### config.mk
export PLATFORM = sky130hd
export DESIGN_NAME = router_pkt_src
export DESIGN_NICKNAME = d
export VERILOG_FILES = /design/src/rtl/router_pkt_src.sv
export SDC_FILE = /design/constraint.sdc
export NUM_CORES = 1
export LEC_CHECK = 0
export BUFFER_PORTS_ARGS = -buffer_cell sky130_fd_sc_hd__buf_2
export CAP_MARGIN = 20
export CORE_AREA = 2 2 197 199
export CTS_CLUSTER_DIAMETER = 40
export DETAILED_ROUTE_END_ITERATION = 16
export DIE_AREA = 0 0 199 201
export PLACE_DENSITY_LB_ADDON = 0.05
export SLEW_MARGIN = 20
export SYNTH_ARGS = -nofsm -noshare
export SYNTH_HDL_FRONTEND = slang
export SYNTH_SLANG_ARGS = --single-unit
### constraint.sdc
create_clock -name clock -period 2.8 [get_ports clock]
set_input_delay 0.14 -clock clock [delete_from_list [all_inputs] [get_ports clock]]
set_output_delay 0.14 -clock clock [all_outputs]
set_load 0.02 [all_outputs]
### src/rtl/router_pkt_src.sv
// Router ingress packet source: buffers a payload, sends header/data/parity,
// then samples the router error flag. Optional STATS_EN adds packet counters.
module router_pkt_src #(
  parameter int DEPTH   = 64,
  parameter int CHK_CYC = 3
) (
  input  logic       clock,
  input  logic       resetn,
  input  logic       cmd_valid,
  output logic       cmd_ready,
  input  logic [1:0] cmd_addr,
  input  logic [5:0] cmd_len,
  output logic       cmd_drop,
  input  logic       pl_valid,
  output logic       pl_ready,
  input  logic [7:0] pl_data,
  input  logic       busy,
  input  logic       error,
  output logic [7:0] pkt_data,
  output logic       pkt_valid,
  output logic       done,
  output logic       done_err
`ifdef STATS_EN
  ,
  output logic [15:0] pkt_cnt,
  output logic [15:0] err_cnt
`endif
);

  localparam int AW = $clog2(DEPTH);
  localparam int CW = (CHK_CYC > 1) ? $clog2(CHK_CYC) : 1;

  localparam logic [2:0] IDLE = 3'd0;
  localparam logic [2:0] LOAD = 3'd1;
  localparam logic [2:0] HDR  = 3'd2;
  localparam logic [2:0] DATA = 3'd3;
  localparam logic [2:0] PAR  = 3'd4;
  localparam logic [2:0] CHK  = 3'd5;

  logic [2:0]    state;
  logic [1:0]    addr;
  logic [5:0]    len;
  logic [7:0]    parity;
  logic [AW-1:0] wptr;
  logic [AW-1:0] rptr;
  logic [CW-1:0] chk_cnt;
  logic          flag;
  logic [7:0]    mem [DEPTH];

  logic cmd_acc;
  logic cmd_bad;
  logic pl_acc;
  logic load_last;
  logic data_last;
  logic chk_last;

  assign cmd_acc   = cmd_valid & cmd_ready;
  assign cmd_bad   = (cmd_addr == 2'd3) | (cmd_len == 6'd0);
  assign pl_acc    = pl_valid & pl_ready;
  assign load_last = (wptr + AW'(1)) == AW'(len);
  assign data_last = rptr == AW'(len);
  assign chk_last  = chk_cnt == CW'(CHK_CYC - 1);

  // payload store; contents are deliberately not reset
  always_ff @(posedge clock) begin
    if (pl_acc) mem[wptr] <= pl_data;
  end

  // packet sequencing: load, header, data, parity, error check
  always_ff @(posedge clock or negedge resetn) begin
    if (!resetn) begin
      state     <= IDLE;
      addr      <= '0;
      len       <= '0;
      parity    <= '0;
      wptr      <= '0;
      rptr      <= '0;
      chk_cnt   <= '0;
      flag      <= 1'b0;
      cmd_ready <= 1'b0;
      cmd_drop  <= 1'b0;
      pl_ready  <= 1'b0;
      pkt_data  <= '0;
      pkt_valid <= 1'b0;
      done      <= 1'b0;
      done_err  <= 1'b0;
    end else begin
      cmd_drop <= 1'b0;
      done     <= 1'b0;
      done_err <= 1'b0;
      case (state)
        IDLE: begin
          cmd_ready <= 1'b1;
          if (cmd_acc) begin
            cmd_ready <= 1'b0;
            if (cmd_bad) begin
              cmd_drop <= 1'b1;
            end else begin
              addr     <= cmd_addr;
              len      <= cmd_len;
              parity   <= '0;
              wptr     <= '0;
              rptr     <= '0;
              pl_ready <= 1'b1;
              state    <= LOAD;
            end
          end
        end
        LOAD: begin
          if (pl_acc) begin
            wptr   <= wptr + AW'(1);
            parity <= parity ^ pl_data;
            if (load_last) begin
              pl_ready  <= 1'b0;
              pkt_data  <= {len, addr};
              pkt_valid <= 1'b1;
              state     <= HDR;
            end
          end
        end
        HDR: begin
          if (!busy) begin
            parity   <= parity ^ pkt_data;
            pkt_data <= mem[rptr];
            rptr     <= rptr + AW'(1);
            state    <= DATA;
          end
        end
        DATA: begin
          if (!busy) begin
            if (data_last) begin
              pkt_data  <= parity;
              pkt_valid <= 1'b0;
              state     <= PAR;
            end else begin
              pkt_data <= mem[rptr];
              rptr     <= rptr + AW'(1);
            end
          end
        end
        PAR: begin
          if (!busy) begin
            pkt_data <= '0;
            chk_cnt  <= '0;
            flag     <= 1'b0;
            state    <= CHK;
          end
        end
        CHK: begin
          flag    <= flag | error;
          chk_cnt <= chk_cnt + CW'(1);
          if (chk_last) begin
            done      <= 1'b1;
            done_err  <= flag | error;
            cmd_ready <= 1'b1;
            state     <= IDLE;
          end
        end
        default: state <= IDLE;
      endcase
    end
  end

`ifdef STATS_EN
  // saturating totals of completed and errored packets
  always_ff @(posedge clock or negedge resetn) begin
    if (!resetn) begin
      pkt_cnt <= '0;
      err_cnt <= '0;
    end else if (done) begin
      if (pkt_cnt != 16'hFFFF) pkt_cnt <= pkt_cnt + 16'd1;
      if (done_err && err_cnt != 16'hFFFF) err_cnt <= err_cnt + 16'd1;
    end
  end
`endif

endmodule

Word level (Yosys, flattened, before mapping)
Memory sizes are Yosys's and may differ from the RTL's.
Index checks and enable logic that the tools add are counted.
Word-level totals
  memories: 1
  register bits after elaboration: 48
  output and inout port bits: 14
  RAM bits: 512
Operators by class
  bitwise operators: 7
  eq/ne operators: 19
  reduce and logical (&&, ||, !) cells: 19
  muxes and demuxes: 56
  add/subtract/negate cells: 3
Memories
  mem: words 64, width 8, rd ports 1, clocked after Yosys merged registers in 0, write ports 1, line 48  | logic [7:0] mem [DEPTH];
Operator list (number)
  8-bit 2-to-1 mux: 10
  6-bit 2-to-1 mux: 6
  8-bit one-hot mux with 4 select lines: 1
  3-bit 2-to-1 mux: 9
  8-bit one-hot mux with 3 select lines: 1
  1-bit 2-to-1 mux: 20
  2-bit != test, second input constant: 10
  3-bit one-hot mux with 6 select lines: 1
  6-bit one-hot mux with 3 select lines: 1
  8-bit bitwise XOR: 2
  5-bit AND reduction: 3
  6-bit by 1-bit adder with 6-bit output, second input constant: 2
  6-bit equality test: 2
  6-bit one-hot mux with 2 select lines: 1
  6-bit AND reduction: 2
  9-bit AND reduction: 1
  1-bit one-hot mux with 2 select lines: 4
  2-bit nonzero test: 4
  3-bit by 2-bit equality test with 1-bit output, second input constant: 2
  3-bit equality test, second input constant: 2
  6-bit logical NOT: 1
  3-bit nonzero test: 2
  2-bit equality test, second input constant: 2
  2-bit one-hot mux with 2 select lines: 1
  11 further kinds: 14

Logic depth before layout (Yosys ltp)
Gate-level depths: netlist (run 1).
  depth in word-level cells: 5
  gate-level depth with buffers: 10
  depth with buffers taken out: 7

Worst setup path after synthesis (run 1)
OpenSTA, ideal clock, no wires.
  path kind: reg2reg
  start: reg rptr[0]
  end: reg pkt_data[5]
  path buffers: 3
  cell stages (with the launch flop): 10
  data arrival time: 2.300 ns
  setup slack: 0.376 ns
  library setup time: 0.125 ns
  cells stage by stage: dfrtp_1 -> buf_6 -> buf_4 -> buf_2 -> mux2_2 -> a221oi_1 -> o211ai_1 -> a32oi_1 -> a31oi_1 -> mux2_2
On the way
  cells in the longest elaborated chain, start to end: 4
  elaborated cells between the ends (all ways): 6
  those cells by class: eq/ne: 1; mux: 4; memory: 1
RTL lines
  from (decl): line 45  | logic [AW-1:0] rptr;
  from (signal assigned): line 125  | rptr <= rptr + AW'(1);
  from (signal assigned): line 137  | rptr <= rptr + AW'(1);
  memory 64 x 8 bit or 6-bit equality test (tied branches)
  8-bit 2-to-1 mux: line 131  | if (data_last) begin
  8-bit 2-to-1 mux: line 130  | if (!busy) begin
  8-bit one-hot mux with 4 select lines (*): line 91  | case (state)
  to (signal assigned): line 124  | pkt_data <= mem[rptr];
  to (signal assigned): line 132  | pkt_data <= parity;
  to (signal assigned): line 136  | pkt_data <= mem[rptr];
  to (decl): line 19  | output logic [7:0] pkt_data,
Mark *: on every way between the ends. The rest lies on a longest branch, timed or not. The select of a mux whose other input is x is not followed.
A chain may end at the register's enable or synchronous reset.

Final worst setup path (run 1)
  start: reg rptr[0]
  end: reg pkt_data[0]
Same word-level chain as after synthesis.

==> results of run 1 <==
[metal layers]
layer	GRT usage, %	part of all wire [%]	wire [um]
met1	42.67	43	23300
met2	42.40	47	25320
met3	4.856	7.7	4199
met4	10.07	2.9	1590
met5	0	0	0
[cells in the mapped netlist (6+ instances only)]
library cell	count	area (um^2)
a211o_1	8	70.07
a21oi_1	6	30.03
a221o_1	9	90.09
a221oi_1	15	131.4
a22o_1	7	61.31
a22oi_1	11	82.58
a31oi_1	8	50.05
a32oi_1	7	61.31
buf_2	16	80.08
buf_4	6	45.04
buf_6	8	90.09
clkbuf_1	41	153.9
dfrtp_1	48	1201
edfxtp_1	512	15370
mux2_2	63	709.4
mux2i_1	40	400.4
mux4_2	88	1982
nand2_1	68	255.2
nand3_1	20	100.1
nor2_1	93	349.1
nor2b_1	7	43.79
o211ai_1	17	127.6
o21ai_0	37	185.2
o221ai_1	15	131.4
o22ai_1	18	112.6
o31ai_1	11	82.58
xnor2_1	11	96.34
xor2_1	9	78.83
[stage by stage]
stage,cells,hold WS [ps]
floorplan,1258,-155.6
global placement,1877,283.0
detailed placement,1877,301.7
CTS,2019,14.20
global route,2019,72.94
finish,2019,48.35
[kinds of logic (layout without fill, tap and decap cells)]
group           Yosys count  in the layout  share of synthesized area (%)
simple gates            224            224                          4.400
buf+inv                  81            324                          1.801
flops                   560            560                          73.41
compound gates          179            179                          5.752
mux                     191            191                          13.69
xor+xnor                 20             20                         0.7758
fa+ha+maj                 3              3                         0.1663
[sequential cells by signal, summed over array words and instances (netlist names), 2 cells and up]
signal    count
pkt_data      8
chk_cnt       2
addr          2
parity        8
len           6
state         3
mem         512
rptr          6
wptr          6
[power by group]
| part | switching, W | leakage [nW] | internal [W] | total, W |
|---|---|---|---|---|
| sequential | 0.000390 | 5.21 | 0.00944 | 0.00983 |
| combinational | 0.00179 | 2.58 | 0.00148 | 0.00327 |
| clock | 0.00355 | 1.10 | 0.00521 | 0.00876 |
| total | 0.00573 | 8.89 | 0.0161 | 0.0219 |
[worst paths after layout]
| kind | from | endpoint | slack [ps] | cells past startpoint |
|---|---|---|---|---|
| worst min-delay path | cmd_valid | cmd_ready | 50 | 3 |
| max in group asynchronous | resetn | len[5] | 1870 | 3 |
| min in group asynchronous | resetn | addr[1] | 200 | 2 |
| worst min register to register | chk_cnt[0] | chk_cnt[0] | 490 | 1 |
| worst max register to register | rptr[0] | pkt_data[0] | 100 | 7 |
| worst max-delay path | rptr[0] | pkt_data[0] | 100 | 7 |
[final cells by class]
| type | instances | area, um^2 | area share, % |
|---|---|---|---|
| Tap cell | 518 | 648.1 | 2.428 |
| Clock inverter | 41 | 380.4 | 1.425 |
| Inverter | 7 | 26.28 | 0.09845 |
| Sequential cell | 560 | 16580 | 62.14 |
| Clock buffer | 89 | 1914 | 7.173 |
| Timing Repair Buffer | 187 | 1538 | 5.762 |
| Multi-Input combinational cell | 617 | 5599 | 20.98 |
[worst max-delay path, delay by kind of cell (launching register included)]
| kind | cells | cell delay, ps |
|---|---|---|
| buffers and inverters | 1 | 260 |
| DFF | 1 | 460 |
| muxes | 3 | 1100 |
| AOI/OAI and AO/OA | 3 | 770 |
[repair_timing]
action | 4_1_cts | 5_1_grt
setup buffers | 0 | 0
hold endpoints to repair | 46 | 0
gates resized for setup | 0 | 1
hold buffers | 12 | 0
endpoints found under the setup margin | 0 | 1
==> flow_summary_export.csv, run 1 <==
group,metric,value,unit
synthesis,syn_area,22580,um^2
floorplan,fp.dieW,199,um
critical_path,critPathKind,"register to register",
sta,finalSetupTns,0,ps
power,power_density,819.0,nW/um^2
finish,diodes,0,
synthesis,synthesis.nets,1283,
worst_hold_path,hold_path_class,"input pin to register",
critical_path,cp-end-kind,"register",
synthesis,synthArstFlopShare,8.571,%
route,remaining_drc_errors,0,
place,portBuffers,35,
finish,finish.utilization,70.04,%
synthesis,ys_ff_latch,560,
synthesis,ys_seq_area_share,73.41,%
place,pre_cts_ws,128.3,ps
cts,htree_levels,3,
critical_path,crit_top_cell,"mux2_2",
sta,setup_viol,0,
global_route,grt_pass1_vias,12610,
place,hpwl,34450,um
critical_path,cp_max_fo,10,
cts,clk_latency,600,ps
finish,mostFrequentLayoutCell,"edfxtp_1",
critical_path,startpoint_type,"register",
power,vdd_drop_max,0.0006199,V
finish,area_growth,18.20,%
cts,cts_tree,"built",
floorplan,die_area,40000,um^2
global_route,antenna_found_initial,0,
route,drt_iter0_markers,1382,
run_status,outcome,"complete, no violations",
synthesis,syn_inst,1258,
synthesis,synth_flop_cell,"edfxtp_1",
synthesis,yosys_warnings,0,
global_route,grt_max_degree,45,
finish,final_nets,1469,
sta,worstMarginPinSlew,1098,ps
critical_path,crit_arrival,3170,ps
sta,slew_viol_final,0,
critical_path,cp_cell_sequence,"buf_4, mux4_2, mux2_2, a221o_1, a32oi_1, a31oi_1, mux2_2",
power,fin_total_pwr,0.02186,W
route,vias,12520,
route,drt_wl_total,54410,um
finish,final_cell_mix,"512 x edfxtp_1, 124 x buf_4, 93 x nor2_1, 88 x mux4_2, 71 x clkbuf_16",
global_route,overflow,0,
power,p_leak,8.893,nW
synthesis,synth_edf_count,512,
cts,cts_root_buffer,"clkbuf_16",
place,gp_congestion,0.8974,
place,place_area,24270,um^2
finish,final_cell_area,26690,um^2
sta,min_period_over_period,96.58,%
cts,cts.clk_slew.worst_paths,50,ps
critical_path,crit_slowest_cell,"mux4_2",
synthesis,syn_area_per_cell,17.95,um^2
cts,cts_buffer_depth,3,
sta,hold_violations,0,
floorplan,coreArea,38110,um^2
cts,cts_sinks,560,
floorplan,io_pins,36,
sta,clock_skew,21.97,ps
route,avgRoutedWirePerCell,26.95,um
sta,fmax,0.3698,GHz
sta,fin_ws,95.69,ps
cts,cts_made_buffers,71,
synthesis,yosysUniqueCellTypes,55,
floorplan,num_rows,72,
route,via_per_inst,6.203,
run,drv_cap,0,
route,ant_nets,0,
sta,rsz0062_at_grt,"no",
global_route,grt_util_all_layers,28.32,%
sta,period_needed,2704,ps
critical_path,cp.required,3270,ps
floorplan,die_y,201,um
sta,relSlewSlack,26.66,%
floorplan,start_util,59.25,%
finish,num-fill-cells,2476,
finish,layout-drive-gt1-share,29.85,%
route,firstDrtPassIters,5,
global_route,grt_pass1_wl,81160,um
critical_path,cp_slowest_stage_delay,520,ps
Power figures use the tool's default switching activity.
==> inputs of run 2 (changes only) <==
--- a/config.mk
+++ b/config.mk
@@ -5,13 +5,15 @@
 export SDC_FILE = /design/constraint.sdc
 export NUM_CORES = 1
 export LEC_CHECK = 0
+export ABC_AREA = 1
 export BUFFER_PORTS_ARGS = -buffer_cell sky130_fd_sc_hd__buf_2
 export CAP_MARGIN = 20
-export CORE_AREA = 2 2 197 199
+export CORE_AREA = 2 2 205 207
+export CTS_BUF_LIST = sky130_fd_sc_hd__clkbuf_4 sky130_fd_sc_hd__clkbuf_8 sky130_fd_sc_hd__clkbuf_16
 export CTS_CLUSTER_DIAMETER = 40
 export DETAILED_ROUTE_END_ITERATION = 16
-export DIE_AREA = 0 0 199 201
-export PLACE_DENSITY_LB_ADDON = 0.05
+export DIE_AREA = 0 0 207 209
+export PLACE_DENSITY = 0.76
 export SLEW_MARGIN = 20
 export SYNTH_ARGS = -nofsm -noshare
 export SYNTH_HDL_FRONTEND = slang
==> run 2 against run 1 <==
Net effect: die area grew 8.2%; utilization shrank 2.5 points; global-route usage grew 1.4 points; critical path type unchanged; via count grew 42%; largest cell class unchanged; clock power grew 0.6%; worst setup slack gained 150 ps; sequential share of layout area shrank 2.7 points.
==> flow_summary_export.csv, run 2 <==
group,metric,value,unit
finish,final_nets,2491,
finish,area_growth,14.57,%
place,dp_cells,2919,
power,pwr-share-seq,40.6,%
sta,finalSetupTns,0,ps
finish,top_regs,"mem: 512 flops, parity: 8 flops, pkt_data: 8 flops",
cts,cts_sinks,560,
finish,num-fill-cells,2927,
route,remaining_drc_errors,0,
sta,period_needed,2551,ps
power,comb_power_share,23.6,%
critical_path,crit_top_cell,"nand2_1",
cts,cts_tree,"built",
critical_path,path_buf_inv,2,
floorplan,io_pins,36,
global_route,grt_pass1_vias,17240,
critical_path,crit_family,"simple AND/OR/NAND/NOR gates",
synthesis,synth_flop_cell,"edfxtp_1",
place,gp_congestion,0.9429,
floorplan,die_y,209,um
power,vdd_drop_max,0.0008838,V
cts,htree_levels,3,
finish,diodes,0,
sta,hold_violations,0,
finish,layout-drive-gt1-share,10.29,%
synthesis,syn_area,24350,um^2
finish,final_cell_mix,"839 x nand2_1, 512 x edfxtp_1, 300 x nand3_1, 204 x inv_1, 176 x nor2_1",
worst_hold_path,hold_path_class,"input pin to register",
sta,min_period_over_period,91.12,%
critical_path,cp-end-kind,"register",
synthesis,synthTopCellsByCount,"839 x nand2_1, 512 x edfxtp_1, 300 x nand3_1",
synthesis,ys_ff_latch,560,
cts,cts_made_buffers,67,
global_route,grt_util_all_layers,29.76,%
critical_path,cp_slowest_stage_delay,620,ps
floorplan,start_util,58.97,%
global_route,grt_pass1_wl,97810,um
synthesis,synth_top_cell_by_area,"edfxtp_1",
synthesis,netlist.area_leader.share,63.14,%
global_route,overflow,0,
power,p_leak,11.23,nW
cts,ctsResizeCount,0,
synthesis,synthArstFlopShare,8.571,%
sta,worstMarginPinSlew,1024,ps
finish,finish.utilization,67.56,%
floorplan,coreArea,41290,um^2
synthesis,synth.most_common_cell,"nand2_1",
power,p_int,0.01655,W
critical_path,critPathKind,"register to register",
critical_path,crit_arrival,3070,ps
power,p_switching,0.008079,W
finish,fin_cells,3056,
synthesis,synthesis.nets,2403,
route,drt_wl_total,64180,um
synthesis,yosys-top-cells-area,"edfxtp_1 63%, nand2_1 13%, nand3_1 6.2%",
place,portBuffers,35,
synthesis,yosysUniqueCellTypes,37,
cts,cts_buffer_depth,3,
sta,setup_viol,0,
power,switching_share,32.81,%
critical_path,startpoint_type,"register",
critical_path,cp.required,3310,ps
finish,mostFrequentLayoutCell,"nand2_1",
route,firstDrtPassIters,6,
place,hpwl,39050,um
route,vias,17830,
sta,fmax,0.3919,GHz
finish,largest_reg_flops,512,
run,drv_cap,0,
sta,relSlewSlack,31.49,%
sta,slew_viol_final,0,
synthesis,yosys_warnings,0,
synthesis,syn_inst,2378,
floorplan,die_area,43260,um^2
cts,cts_setup_buffers,0,
power,p_clk_share,35.8,%
sta,clock_skew,29.67,ps
route,ant_nets,0,
route,drt_iter0_markers,2209,
global_route,antenna_found_initial,0,
run_status,outcome,"complete, no violations",
route,via_per_inst,5.834,
finish,largest-register,"mem",
floorplan,num_rows,75,
critical_path,crit_slowest_cell,"dfrtp_4",
synthesis,syn_area_per_cell,10.24,um^2
synthesis,ys_seq_area_share,68.08,%
synthesis,synth_edf_count,512,
power,power_density,882.7,nW/um^2
critical_path,cp_max_fo,68,
floorplan,fp.dieW,207,um
cts,cts_root_buffer,"clkbuf_16",
cts,clk_latency,600,ps
sta,rsz0062_at_grt,"no",
route,avgRoutedWirePerCell,21.00,um
critical_path,cp_cell_sequence,"inv_6, buf_12, nand2_1, nand2_1, nand2_1, nand3_1, nand3_1, nand2_1, nand3_1, nand2_1, nand2_1, nand2_1, nand2_1, nand2_1",
global_route,grt_max_degree,129,
cts,cts.clk_slew.worst_paths,60,ps
[run 2: final cells by class]
| cell class | count | area, um^2 | area share, % |
|---|---|---|---|
| flip-flops and latches | 560 | 16580 | 59.45 |
| multi-input cells | 1485 | 6407 | 22.97 |
| clock buffers | 79 | 1837 | 6.584 |
| repair buffers | 134 | 1139 | 4.082 |
| inverters | 218 | 824.5 | 2.956 |
| well taps | 539 | 674.4 | 2.418 |
| clock inverters | 41 | 430.4 | 1.543 |
[run 2: stage by stage]
step	setup slack, ps	hold WS [ps]	cell area (um^2)	total power [W]
after CTS	312.2	10.46	27890	0.02457
after floorplan	824.0	-155.6	24350	0.01390
final	248.6	46.98	27900	0.02462
after detailed placement	416.1	368.1	25460	0.01575
after global routing	179.0	24.85	27900	0.02557
after global placement	418.8	368.9	25460	0.01563
[run 2: path summary, 6_finish.rpt]
path,from,endpoint,slack (ps),cells past startpoint
hold / removal,pl_data[0],mem[19][0],50,1
min in group asynchronous,resetn,chk_cnt[1],130,2
setup / recovery,rptr[0],pkt_data[2],250,14
hold reg to reg,parity[5],parity[5],480,2
max in group asynchronous,resetn,len[0],2160,3
setup reg to reg,rptr[0],pkt_data[2],250,14
[run 2: cells by family after synthesis]
logic type	synth area share [%]
adders and majority gates	0.1542
buffers and inverters	5.606
AOI/OAI and AO/OA	3.042
and+or+nand+nor	22.75
DFF	68.08
xor gates and xnor gates	0.3238
muxes	0.04625
[run 2: power groups by stage]
stage	Combinational, W	Sequential, W	Clock, W
after floorplan	0.00387	0.0100	0
after global placement	0.00551	0.0101	0
after detailed placement	0.00562	0.0101	0
after CTS	0.00572	0.00996	0.00889
after global routing	0.00635	0.0100	0.00921
final	0.00582	0.00999	0.00881
[run 2: layer usage]
layer	track usage, %	wire length [um]	vias to the layer above
met1	38.63	23640	8464
met4	13.67	2810	0
met5	0	0	-
met3	6.117	6887	204
met2	48.70	30840	1057
li1	-	-	8103
[run 2: what timing repair did]
action / 4_1_cts / 5_1_grt
endpoints found under the setup margin: 0 / 0
hold endpoints to repair: 81 / 0
hold buffers: 17 / 0
